--- config.mk ---
export PLATFORM = sky130hd
export DESIGN_NAME = dvd_motion_scheduler
export DESIGN_NICKNAME = d
export VERILOG_FILES = /design/src/rtl/dvd_motion_scheduler.sv
export SDC_FILE = /design/constraint.sdc
export NUM_CORES = 1
export LEC_CHECK = 0
export CAP_MARGIN = 10
export CORE_ASPECT_RATIO = 1.2
export CORE_MARGIN = 5
export CORE_UTILIZATION = 45
export CTS_CLUSTER_DIAMETER = 80
export DETAILED_ROUTE_END_ITERATION = 8
export HOLD_SLACK_MARGIN = 0.05
export PLACE_DENSITY = 0.8
export SYNTH_ARGS = -nofsm -noshare
export SYNTH_HDL_FRONTEND = slang
export SYNTH_SLANG_ARGS = --single-unit
--- constraint.sdc ---
create_clock -name clk -period 4.6 [get_ports clk]
set_clock_uncertainty 0.15 [all_clocks]
set_input_delay 0.92 -clock clk [delete_from_list [all_inputs] [get_ports clk]]
set_output_delay 0.92 -clock clk [all_outputs]
set_load 0.05 [all_outputs]
--- src/rtl/dvd_motion_scheduler.sv ---
// Frame-rate motion scheduler for the bouncing-pixel screensaver.
// Steps every object's x then y through one shared bounce unit.
//
// Ports:
//   clk, rst_n        clock, synchronous active-low reset
//   vsync             frame sync, same clock domain, active high
//   speed_div         step once every speed_div+1 frames
//   pause             freeze divider and positions between frames
//   init_dir          per-object {dir_x,dir_y}, loaded during reset
//   pos_x, pos_y      packed object positions, object k at slot k
//   busy              update sequence running
//   frame_tick        pulse in the first cycle of a sequence
//   bounce, corner    reflect pulses, one cycle after UPD_Y(k)
module dvd_motion_scheduler #(
  parameter int NUM_OBJ = 2,
  parameter int X_MAX   = 19,
  parameter int Y_MAX   = 14,
  parameter int XW      = 5,
  parameter int YW      = 4,
  parameter int DIVW    = 4
) (
  input  logic                    clk,
  input  logic                    rst_n,
  input  logic                    vsync,
  input  logic [DIVW-1:0]         speed_div,
  input  logic                    pause,
  input  logic [2*NUM_OBJ-1:0]    init_dir,
  output logic [NUM_OBJ*XW-1:0]   pos_x,
  output logic [NUM_OBJ*YW-1:0]   pos_y,
  output logic                    busy,
  output logic                    frame_tick,
  output logic [NUM_OBJ-1:0]      bounce,
  output logic                    corner
);

  localparam int IW = (NUM_OBJ > 1) ? $clog2(NUM_OBJ) : 1;
  localparam int PW = (XW > YW) ? XW : YW;
  localparam logic [PW-1:0] XM = PW'(X_MAX);
  localparam logic [PW-1:0] YM = PW'(Y_MAX);
  localparam logic [IW-1:0] LAST = IW'(NUM_OBJ - 1);

  typedef enum logic [1:0] {
    IDLE,
    UPD_X,
    UPD_Y,
    DONE
  } state_t;

  state_t                    state_q, state_d;
  logic [IW-1:0]             idx_q, idx_d;
  logic                      vs_prev_q, vs_prev_d;
  logic [DIVW-1:0]           frame_cnt_q, frame_cnt_d;
  logic                      pending_q, pending_d;
  logic [NUM_OBJ-1:0][XW-1:0] x_q, x_d;
  logic [NUM_OBJ-1:0][YW-1:0] y_q, y_d;
  logic [NUM_OBJ-1:0]        dx_q, dx_d;
  logic [NUM_OBJ-1:0]        dy_q, dy_d;
  logic                      rx_q, rx_d;
  logic                      frame_tick_q, frame_tick_d;
  logic [NUM_OBJ-1:0]        bounce_q, bounce_d;
  logic                      corner_q, corner_d;

  logic          vs_edge;
  logic          req;
  logic          on_y;
  logic          s_dir;
  logic          s_refl;
  logic [PW-1:0] s_pos;
  logic [PW-1:0] s_max;
  logic [PW-1:0] s_next;

  function automatic logic [XW-1:0] rst_x(input int k);
    int v;
    v = 4 * k;
    if (v > X_MAX) v = X_MAX;
    return XW'(v);
  endfunction

  function automatic logic [YW-1:0] rst_y(input int k);
    int v;
    v = 1 + 3 * k;
    if (v > Y_MAX) v = Y_MAX;
    return YW'(v);
  endfunction

  // Shared step unit: axis picked by state, object by idx_q.
  always_comb begin
    on_y   = (state_q == UPD_Y);
    s_pos  = on_y ? PW'(y_q[idx_q]) : PW'(x_q[idx_q]);
    s_max  = on_y ? YM : XM;
    s_dir  = on_y ? dy_q[idx_q] : dx_q[idx_q];
    s_refl = s_dir ? (s_pos == s_max) : (s_pos == '0);
    if (s_refl) begin
      s_next = s_pos;
    end else if (s_dir) begin
      s_next = s_pos + 1'b1;
    end else begin
      s_next = s_pos - 1'b1;
    end
  end

  always_comb begin
    state_d      = state_q;
    idx_d        = idx_q;
    vs_prev_d    = vsync;
    frame_cnt_d  = frame_cnt_q;
    pending_d    = pending_q;
    x_d          = x_q;
    y_d          = y_q;
    dx_d         = dx_q;
    dy_d         = dy_q;
    rx_d         = rx_q;
    frame_tick_d = 1'b0;
    bounce_d     = '0;
    corner_d     = 1'b0;
    req          = 1'b0;

    vs_edge = vsync & ~vs_prev_q;
    if (vs_edge && !pause) begin
      if (frame_cnt_q >= speed_div) begin
        frame_cnt_d = '0;
        req         = 1'b1;
      end else begin
        frame_cnt_d = frame_cnt_q + 1'b1;
      end
    end

    unique case (state_q)
      IDLE: begin
        if (req) begin
          state_d      = UPD_X;
          idx_d        = '0;
          frame_tick_d = 1'b1;
        end
      end
      UPD_X: begin
        x_d[idx_q]  = XW'(s_next);
        dx_d[idx_q] = s_dir ^ s_refl;
        rx_d        = s_refl;
        state_d     = UPD_Y;
        if (req) pending_d = 1'b1;
      end
      UPD_Y: begin
        y_d[idx_q]      = YW'(s_next);
        dy_d[idx_q]     = s_dir ^ s_refl;
        bounce_d[idx_q] = rx_q | s_refl;
        corner_d        = rx_q & s_refl;
        if (req) pending_d = 1'b1;
        if (idx_q == LAST) begin
          state_d = DONE;
        end else begin
          idx_d   = idx_q + 1'b1;
          state_d = UPD_X;
        end
      end
      DONE: begin
        // A request queued during the run restarts immediately.
        if (pending_q || req) begin
          pending_d    = 1'b0;
          state_d      = UPD_X;
          idx_d        = '0;
          frame_tick_d = 1'b1;
        end else begin
          state_d = IDLE;
        end
      end
      default: state_d = IDLE;
    endcase
  end

  always_ff @(posedge clk) begin
    if (!rst_n) begin
      state_q      <= IDLE;
      idx_q        <= '0;
      vs_prev_q    <= 1'b0;
      frame_cnt_q  <= '0;
      pending_q    <= 1'b0;
      rx_q         <= 1'b0;
      frame_tick_q <= 1'b0;
      bounce_q     <= '0;
      corner_q     <= 1'b0;
      for (int k = 0; k < NUM_OBJ; k++) begin
        x_q[k]  <= rst_x(k);
        y_q[k]  <= rst_y(k);
        dx_q[k] <= init_dir[2*k+1];
        dy_q[k] <= init_dir[2*k];
      end
    end else begin
      state_q      <= state_d;
      idx_q        <= idx_d;
      vs_prev_q    <= vs_prev_d;
      frame_cnt_q  <= frame_cnt_d;
      pending_q    <= pending_d;
      x_q          <= x_d;
      y_q          <= y_d;
      dx_q         <= dx_d;
      dy_q         <= dy_d;
      rx_q         <= rx_d;
      frame_tick_q <= frame_tick_d;
      bounce_q     <= bounce_d;
      corner_q     <= corner_d;
    end
  end

  assign pos_x      = x_q;
  assign pos_y      = y_q;
  assign busy       = (state_q != IDLE);
  assign frame_tick = frame_tick_q;
  assign bounce     = bounce_q;
  assign corner     = corner_q;

endmodule
-- Word-level counts from Yosys, hierarchy flattened
Index checks and enable logic that the tools add are counted.
Widths: inputs -> output; s select.
- flip-flop bits (word level): 36
- output and inout port bits: 23
- bitwise logic cells: 6
- order comparisons: 3
- eq/ne operators: 9
- mux-type cells: 44
- reduce and logical (&&, ||, !) cells: 13
- $add $sub $neg: 4
- operators by type and width (cell ; count):
    $mux 5 ; 7
    $mux 1 ; 16
    $mux 4 ; 4
    $mux 2 ; 6
    $bwmux 10 ; 1
    $bwmux 8 ; 1
    $pmux 2 s4 ; 1
    $ne 2x1->1 const B ; 3
    $reduce_and 3->1 ; 2
    $add 5x1->5 const B ; 1
    $demux 5 s1 ; 1
    $eq 5x5->1 ; 1
    $logic_not 5->1 ; 1
    $sub 5x1->5 const B ; 1
    $add 4x1->4 const B ; 1
    $bwmux 2 ; 2
    $demux 4 s1 ; 1
    $eq 2x2->1 const B ; 2
    $ge 4x4->1 ; 1
    $ne 2x2->1 const B ; 2
    $pmux 1 s2 ; 2
    $reduce_bool 2->1 ; 2
    $pmux 1 s3 ; 1
    $reduce_bool 3->1 ; 1
    other kinds (16) ; 18

-- Logic depth before layout (Yosys ltp)
Gate-level depths: netlist of the first run.
- word-level depth: 9
- gate-level depth with buffers: 12

-- Least setup slack after synthesis of the first run
Ideal clock, no wire load.
- path type: reg2reg
- start point: register state_q[0]
- end point: register x_q (netlist bit pos_x[4])
- stages on the path, launching flop included: 12
- path buffers: 1
- setup slack: 1.824 ns
- arrival: 2.545 ns
- data required time: 4.369 ns
- cell sequence: dfxtp_1 > inv_1 > ha_1 > clkbuf_1 > mux4_1 > inv_1 > ha_1 > a21o_1 > a21oi_1 > xnor2_1 > or3_1 > a41oi_1
- word-level cells in the longest chain between the ends: 6
- elaborated cells on any way between the ends: 13
- classes of those cells: 2 x add/sub; 3 x eq/ne; 7 x mux; 1 x reduce/logical
- ends and longest elaborated chain (element ; RTL line ; RTL):
    from (decl) ; 49 ; state_t state_q, state_d;
    from (signal assigned) ; 189 ; state_q <= state_d;
    $eq 2x2->1 ; 88 ; on_y = (state_q == UPD_Y);
    $mux 5 (on tied branches) ; 89, 90 ;
    $sub 5x1->5, or another cell as far along ; 98 ; s_next = s_pos - 1'b1;
    $mux 5 / $mux 1 (equally long branches) ; 95, 92 ;
    $mux 5 ; 93 ; if (s_refl) begin
    $bwmux 10 ; 137 ; x_d[idx_q] = XW'(s_next);
    to (signal, indexed assignment) ; 183 ; x_q[k] <= rst_x(k);
    to (decl) ; 54 ; logic [NUM_OBJ-1:0][XW-1:0] x_q, x_d;
Parallel ways exist; a longest one is shown, timed or not.
A chain may end at the register's enable or synchronous reset.

-- Final worst setup path of the first run
- start point: register idx_q
- end point: register x_q (netlist bit pos_x[4])
- word-level cells in the longest chain between the ends: 7
- elaborated cells on any way between the ends: 23
- classes of those cells: 2 x add/sub; 2 x order compare; 1 x eq/ne; 16 x mux; 2 x reduce/logical
- ends and longest elaborated chain (element ; RTL line ; RTL):
    from (decl) ; 50 ; logic [IW-1:0] idx_q, idx_d;
    from (signal assigned) ; 190 ; idx_q <= idx_d;
    $mux 5 (not written as such) / $mux 4 (equally long branches) (2 in a row) ; 89 ; s_pos = on_y ? PW'(y_q[idx_q]) : PW'(x_q[idx_q]);
    $mux 5 ; 89 ;
    $sub 5x1->5, or another cell as far along ; 98 ;
    $mux 5 / $mux 1 (equally long branches) ; 95, 92 ;
    $mux 5 ; 93 ;
    $bwmux 10 (*) ; 137 ;
Every way passes the cells marked *; elsewhere a longest branch is shown, timed or not. The select of a mux whose other input is x is not followed.

==> run metrics, run 1 <==
I/O pin count=35; post-synth cell types=between 50 and 60; initial antenna violation count=0; Period minus WS final=3.30 ns; nets=approximately 280; drt first pass iters=4; sequential element share of the synthesized area=0.371; setup TNS=0 ns; layout cells sized above 1=0.0711; Post-synth EDFFs=4; Worst Hold Class=flip-flop to flip-flop; Die Area=about 6000 um2; core box area=~4500 um2; Max transition margin=0.340; CTS sink cnt=36; fin cells=311; Total GRT Usage=0.163; CP startpoint kind=flip-flop; via/cell ratio=about 5.6; Final Hold Fails=0; Area Overhead vs Synth=22.4%; Synth async-reset ratio=0; Commonest cells post-synth=32 x dfxtp_1, 25 x o21ai_0, 19 x a21oi_1; global-route wire length before repair=7760 um; most frequent cell after synthesis=dfxtp_1; reg2reg start=idx_q$_SDFFE_PN0P_; Top FF cell, synth=dfxtp_1; port bufs=34; Worst EP required=approximately 4.7 ns; post-synth top area share=0.313; WL final=about 4700 um; WP data arrival=3.37 ns; Ys Warns=0; peak supply drop=approximately 270 uV; Max Cap Viol=0; design area=2510 um2; grt total ovfl=0; placed standard-cell area=roughly 2400 um2; antenna cells=0; worst-case clock buffer depth=2; setup repair bufs after CTS=0; leading area contributor after synthesis=dfxtp_1; LEAKAGE=between 0.9 and 1 nW; register bit total from synthesis=36; placed insts=between 300 and 400; largest cells by area after synthesis=dfxtp_1 31%, ha_1 7.3%, o21ai_0 6.1%; Placer Congestion=between 0.9 and 1; Die Y=83.9 um; Worst R2R End=pos_x[4]$_SDFFE_PN0P_; site row count=27; drt initial violations=about 120; FF-to-FF setup slack=between 1 and 1.5 ns; Resized cells post-CTS=0; Detailed Place HPWL=~3400 um; outcome=finished clean; R2R cell count=8; Synth Instances=222; crit path capture type=flip-flop; root buf cell=clkbuf_8; FILL cells=approximately 410; Reg clk slew, reported paths=approximately 0.07 ns; RSZ-0062 raised after global routing=false; Setup crit end=pos_x[4]$_SDFFE_PN0P_; worst hold path startpoint=rx_q$_SDFFE_PN0P_; synthesized area per cell=approximately 9.2 um2; final hold slack=0.332 ns; Total Power=between 0.001 and 0.0015 W; Slew Limit Fails=0; Mapped Nets=247; drt wl/cell=15.1 um; H-Tree Level Count=2; power density cells=~420 nW/um2; via count=between 1500 and 2000; final setup vio count=0; Die Width=between 70 and 80 um; Crit Path Class=flip-flop to flip-flop; clock tree from TritonCTS=done; pin count of the biggest net entering global routing=39; Initial Util=0.456; Achievable Freq=around 0.30 GHz; worst-path fanout max=21; DRT antenna net count=0; crit path launch=idx_q$_SDFFE_PN0P_; worst-skew pair later-pin latency=0.29 ns; Worst-Margin Slew=between 0.9 and 1 ns; Cell Area, Synth=slightly above 2000 um2; crit share post-route=0.718; hold_buf cts=0; CTS Buf Count=5; DRC violations left=0; vias in the first global route=approximately 1700
## report_power, final
part / leakage, nW / internal [W] / switching [W]
combinational: 0.647 / 0.000173 / 0.000281
clock: 0.0455 / 0.000122 / 0.000109
sequential: 0.299 / 0.000346 / 0.0000221
total: 0.992 / 0.000641 / 0.000413
## sequential cells by signal, indices dropped and copies added, names as in the netlist, 2 cells and up
register / flops
pos_y: 8
state_q: 2
dy_q: 2
frame_cnt_q: 4
dx_q: 2
bounce: 2
pos_x: 10
## layout by cell type, fill, tap and decap left out, types with 2 or more instances in the layout
master | synthesis | final
clkdlybuf4s50_1 | 0 | 34
dfxtp_1 | 32 | 32
o21ai_0 | 25 | 25
a21oi_1 | 19 | 19
inv_1 | 16 | 16
nand2_1 | 16 | 16
ha_1 | 12 | 12
nor2_1 | 10 | 10
clkbuf_8 | 0 | 6
a211oi_1 | 5 | 5
a21o_1 | 5 | 5
xnor2_1 | 5 | 5
nand2b_1 | 4 | 4
edfxtp_1 | 4 | 4
mux4_2 | 3 | 3
and2_1 | 3 | 3
nand3_1 | 3 | 3
and3_1 | 3 | 3
mux4_1 | 2 | 2
nor3b_1 | 2 | 2
mux2i_1 | 2 | 2
o2bb2ai_1 | 2 | 2
nor2b_1 | 2 | 2
a21boi_2 | 2 | 2
nor3_1 | 2 | 2
a31oi_1 | 2 | 2
a41oi_1 | 2 | 2
clkbuf_1 | 11 | 2
## per-layer routing
layer | vias to the layer above | GRT usage | share of wire
met3 | 12 | 0.0398 | 0.047
met1 | 818 | 0.204 | 0.43
met5 | - | 0 | 0
met4 | 0 | 0.0769 | 0.021
li1 | 869 | - | -
met2 | 48 | 0.261 | 0.50
## metrics by stage
step	setup WS, ns	utilization
floorplan	1.82	-
global placement	1.42	0.538
detailed placement	1.33	0.538
CTS	1.31	0.558
global route	1.06	0.558
finish	1.30	0.558
## worst min-delay path by stage
stage / to / cells past startpoint
2_1_floorplan: corner$_SDFF_PN0_ / 2
3_3_place_gp: corner$_SDFF_PN0_ / 2
3_5_place_dp: corner$_SDFF_PN0_ / 2
4_1_cts: corner$_SDFF_PN0_ / 2
5_1_grt: corner$_SDFF_PN0_ / 2
6_report: corner$_SDFF_PN0_ / 2
## kinds of logic (layout without fill, tap and decap cells)
logic type / Yosys count / in the layout / synth area share
AOI/OAI and AO/OA: 76 / 76 / 0.247
and+or+nand+nor: 55 / 55 / 0.148
DFF: 36 / 36 / 0.371
buffers and inverters: 29 / 60 / 0.0568
adders and majority gates: 13 / 13 / 0.0831
muxes: 7 / 7 / 0.0684
xor gates and xnor gates: 6 / 6 / 0.0257
## final cells by class
class | count | area (um2) | share of cell area
Tap cell | 58 | 72.6 | 0.0290
Sequential cell | 36 | 761 | 0.304
Multi-Input combinational cell | 157 | 1170 | 0.467
Clock buffer | 8 | 90.1 | 0.0359
Timing Repair Buffer | 35 | 348 | 0.139
Inverter | 17 | 63.8 | 0.0255
## critical path, stage by stage (launching register included)
cell     delay [ns]
dfxtp_1        0.82
mux4_1         0.79
inv_1          0.19
ha_1           0.29
a21o_1         0.19
a21oi_1        0.17
xnor2_1        0.09
or3_1          0.34
a41oi_1        0.21
Power figures use the tool's default switching activity.
==> inputs of run 2 (changes only) <==
--- a/config.mk
+++ b/config.mk
@@ -12,7 +12,7 @@
 export CTS_CLUSTER_DIAMETER = 80
 export DETAILED_ROUTE_END_ITERATION = 8
 export HOLD_SLACK_MARGIN = 0.05
-export PLACE_DENSITY = 0.8
+export PLACE_DENSITY = 0.82
 export SYNTH_ARGS = -nofsm -noshare
 export SYNTH_HDL_FRONTEND = slang
 export SYNTH_SLANG_ARGS = --single-unit
==> constraint.sdc (replaced) <==
create_clock -name clk -period 2.9 [get_ports clk]
set_clock_uncertainty 0.15 [all_clocks]
set_input_delay 0.58 -clock clk [delete_from_list [all_inputs] [get_ports clk]]
set_output_delay 0.58 -clock clk [all_outputs]
set_load 0.05 [all_outputs]
==> run 2 against run 1 <==
Net effect:
- critical path depth fell by 1
- highest routed layer unchanged
- core utilization rose by 3.3 points
- clock-buffer cell count fell by 1
- sequential share of layout area fell by 1.6 points
==> run metrics, run 2 (synthesized netlist as in run 1, its figures left out) <==
Setup crit end=pos_x[3]$_SDFFE_PN0P_; worst-case clock buffer depth=2; setup TNS=0 ns; fin cells=about 320; WP data arrival=about 2.7 ns; metal2 WL=2710 um; Placer Congestion=~0.98; drt first pass iters=4; placed standard-cell area=around 2500 um2; setup repair bufs after CTS=0; clock tree from TritonCTS=done; Achievable Freq=around 0.37 GHz; Crit Path Class=flip-flop to flip-flop; reg2reg start=idx_q$_SDFFE_PN0P_; crit path launch=idx_q$_SDFFE_PN0P_; initial antenna violation count=0; Final Hold Fails=0; Int Pwr=approximately 0.0012 W; grt total ovfl=0; vias in the first global route=1771; drt initial violations=around 140; layout cells sized above 1=0.129; power share of the combinational group=0.401; Slew Limit Fails=0; global-route wire length before repair=8650 um; I/O pin count=35; Worst R2R End=pos_x[3]$_SDFFE_PN0P_; port bufs=34; Reg clk slew, reported paths=0.08 ns; outcome=finished clean; most common cell after layout, fill and taps aside=clkdlybuf4s50_1; worst-path fanout max=10; drt wl/cell=around 16 um; design area=2660 um2; hold_buf cts=0; Area Overhead vs Synth=29.6%; net load switching power=0.000686 W; H-Tree Level Count=2; core box area=4490 um2; via count=1853; Worst EP required=just under 3 ns; antenna cells=0; placed insts=between 300 and 400; RSZ-0062 raised after global routing=false; met3 wire length=roughly 320 um; CTS Buf Count=5; power density cells=approximately 710 nW/um2; Die Y=about 84 um; Initial Util=0.456; crit path capture type=flip-flop; CTS sink cnt=36; Die Area=roughly 6000 um2; Clock power frac=0.292; via/cell ratio=just under 6; Total Power=roughly 0.0019 W; CP startpoint kind=flip-flop; max FFs per register=10; Period minus WS final=~2.7 ns; Detailed Place HPWL=slightly below 4000 um; R2R cell count=7; Total GRT Usage=0.183; final setup vio count=0; Seq pwr share=0.307; uppermost layer routed=met4; M1 WL=between 2000 and 2500 um; pin count of the biggest net entering global routing=22; worst hold path startpoint=rx_q$_SDFFE_PN0P_; Worst Hold Class=flip-flop to flip-flop; FF-to-FF setup slack=~0.21 ns; DRC violations left=0; crit share post-route=0.928; nets=about 290; switching share of power=0.363; WL final=roughly 5300 um; site row count=27; Worst-Margin Slew=roughly 0.75 ns; peak supply drop=between 400 and 500 uV; root buf cell=clkbuf_8; Max transition margin=0.497; Die Width=between 70 and 80 um; DRT antenna net count=0; LEAKAGE=about 1.1 nW; commonest cells after routing, fill and taps aside=33 x clkdlybuf4s50_1, 31 x dfxtp_1, 25 x o21ai_0; worst-skew pair later-pin latency=0.30 ns; Max Cap Viol=0
## run 2: cell types whose count changed in the layout (fill, tap and decap cells not counted), sizes merged
cell and change:
buf +10, clkbuf -1, dlymetal6s2s +1, clkdlybuf4s50 -1
bufinv +1
## run 2: power groups by stage
stage	Sequential, W	Combinational [W]	Clock (W)
after floorplan	0.000661	0.000463	0
after global placement	0.000591	0.000732	0
after detailed placement	0.000590	0.000739	0
after CTS	0.000579	0.000744	0.000561
after global routing	0.000584	0.000824	0.000579
final	0.000580	0.000757	0.000551
## run 2: area by class of cell
cell class / count / area (um2)
clock inverter: 1 / 30.0
timing repair buffer: 45 / 429
clock buffer: 7 / 119
multi-input combinational: 157 / 1180
sequential: 36 / 764
inverter: 17 / 63.8
tap: 58 / 72.6
fill: 383 / 1840
## run 2: worst min path at each step
stage | slack [ns] | cells past startpoint | to
finish | 0.34 | 2 | corner$_SDFF_PN0_
global placement | 0.34 | 2 | corner$_SDFF_PN0_
detailed placement | 0.34 | 2 | corner$_SDFF_PN0_
floorplan | 0.28 | 2 | corner$_SDFF_PN0_
global route | 0.37 | 2 | corner$_SDFF_PN0_
CTS | 0.35 | 2 | corner$_SDFF_PN0_
## run 2: per-layer routing
| layer | global-route usage | vias to the layer above |
|---|---|---|
| met2 | 0.305 | 69 |
| met5 | 0 | - |
| met3 | 0.0337 | 6 |
| met1 | 0.230 | 890 |
| met4 | 0.0735 | 0 |
| li1 | - | 888 |
## run 2: through the flow
step	hold WS, ns	setup slack [ns]	util
4_1_cts	0.354	0.00571	0.588
3_3_place_gp	0.336	0.117	0.554
5_1_grt	0.373	0.0136	0.591
6_report	0.339	0.210	0.591
2_1_floorplan	0.282	0.124	-
3_5_place_dp	0.342	0.0147	0.554
## run 2: critical path, stage by stage (launching register included)
cell	delay, ns
dfxtp_4	0.41
buf_6	0.17
mux4_2	0.61
or4_4	0.46
nor3_4	0.25
nor2_1	0.16
a21boi_2	0.22
a21oi_1	0.10
## run 2: what timing repair did
action                     in CTS  in global routing
gates resized for setup         0                  8
hold endpoints to repair        0                  0
setup endpoints to repair       0                 19
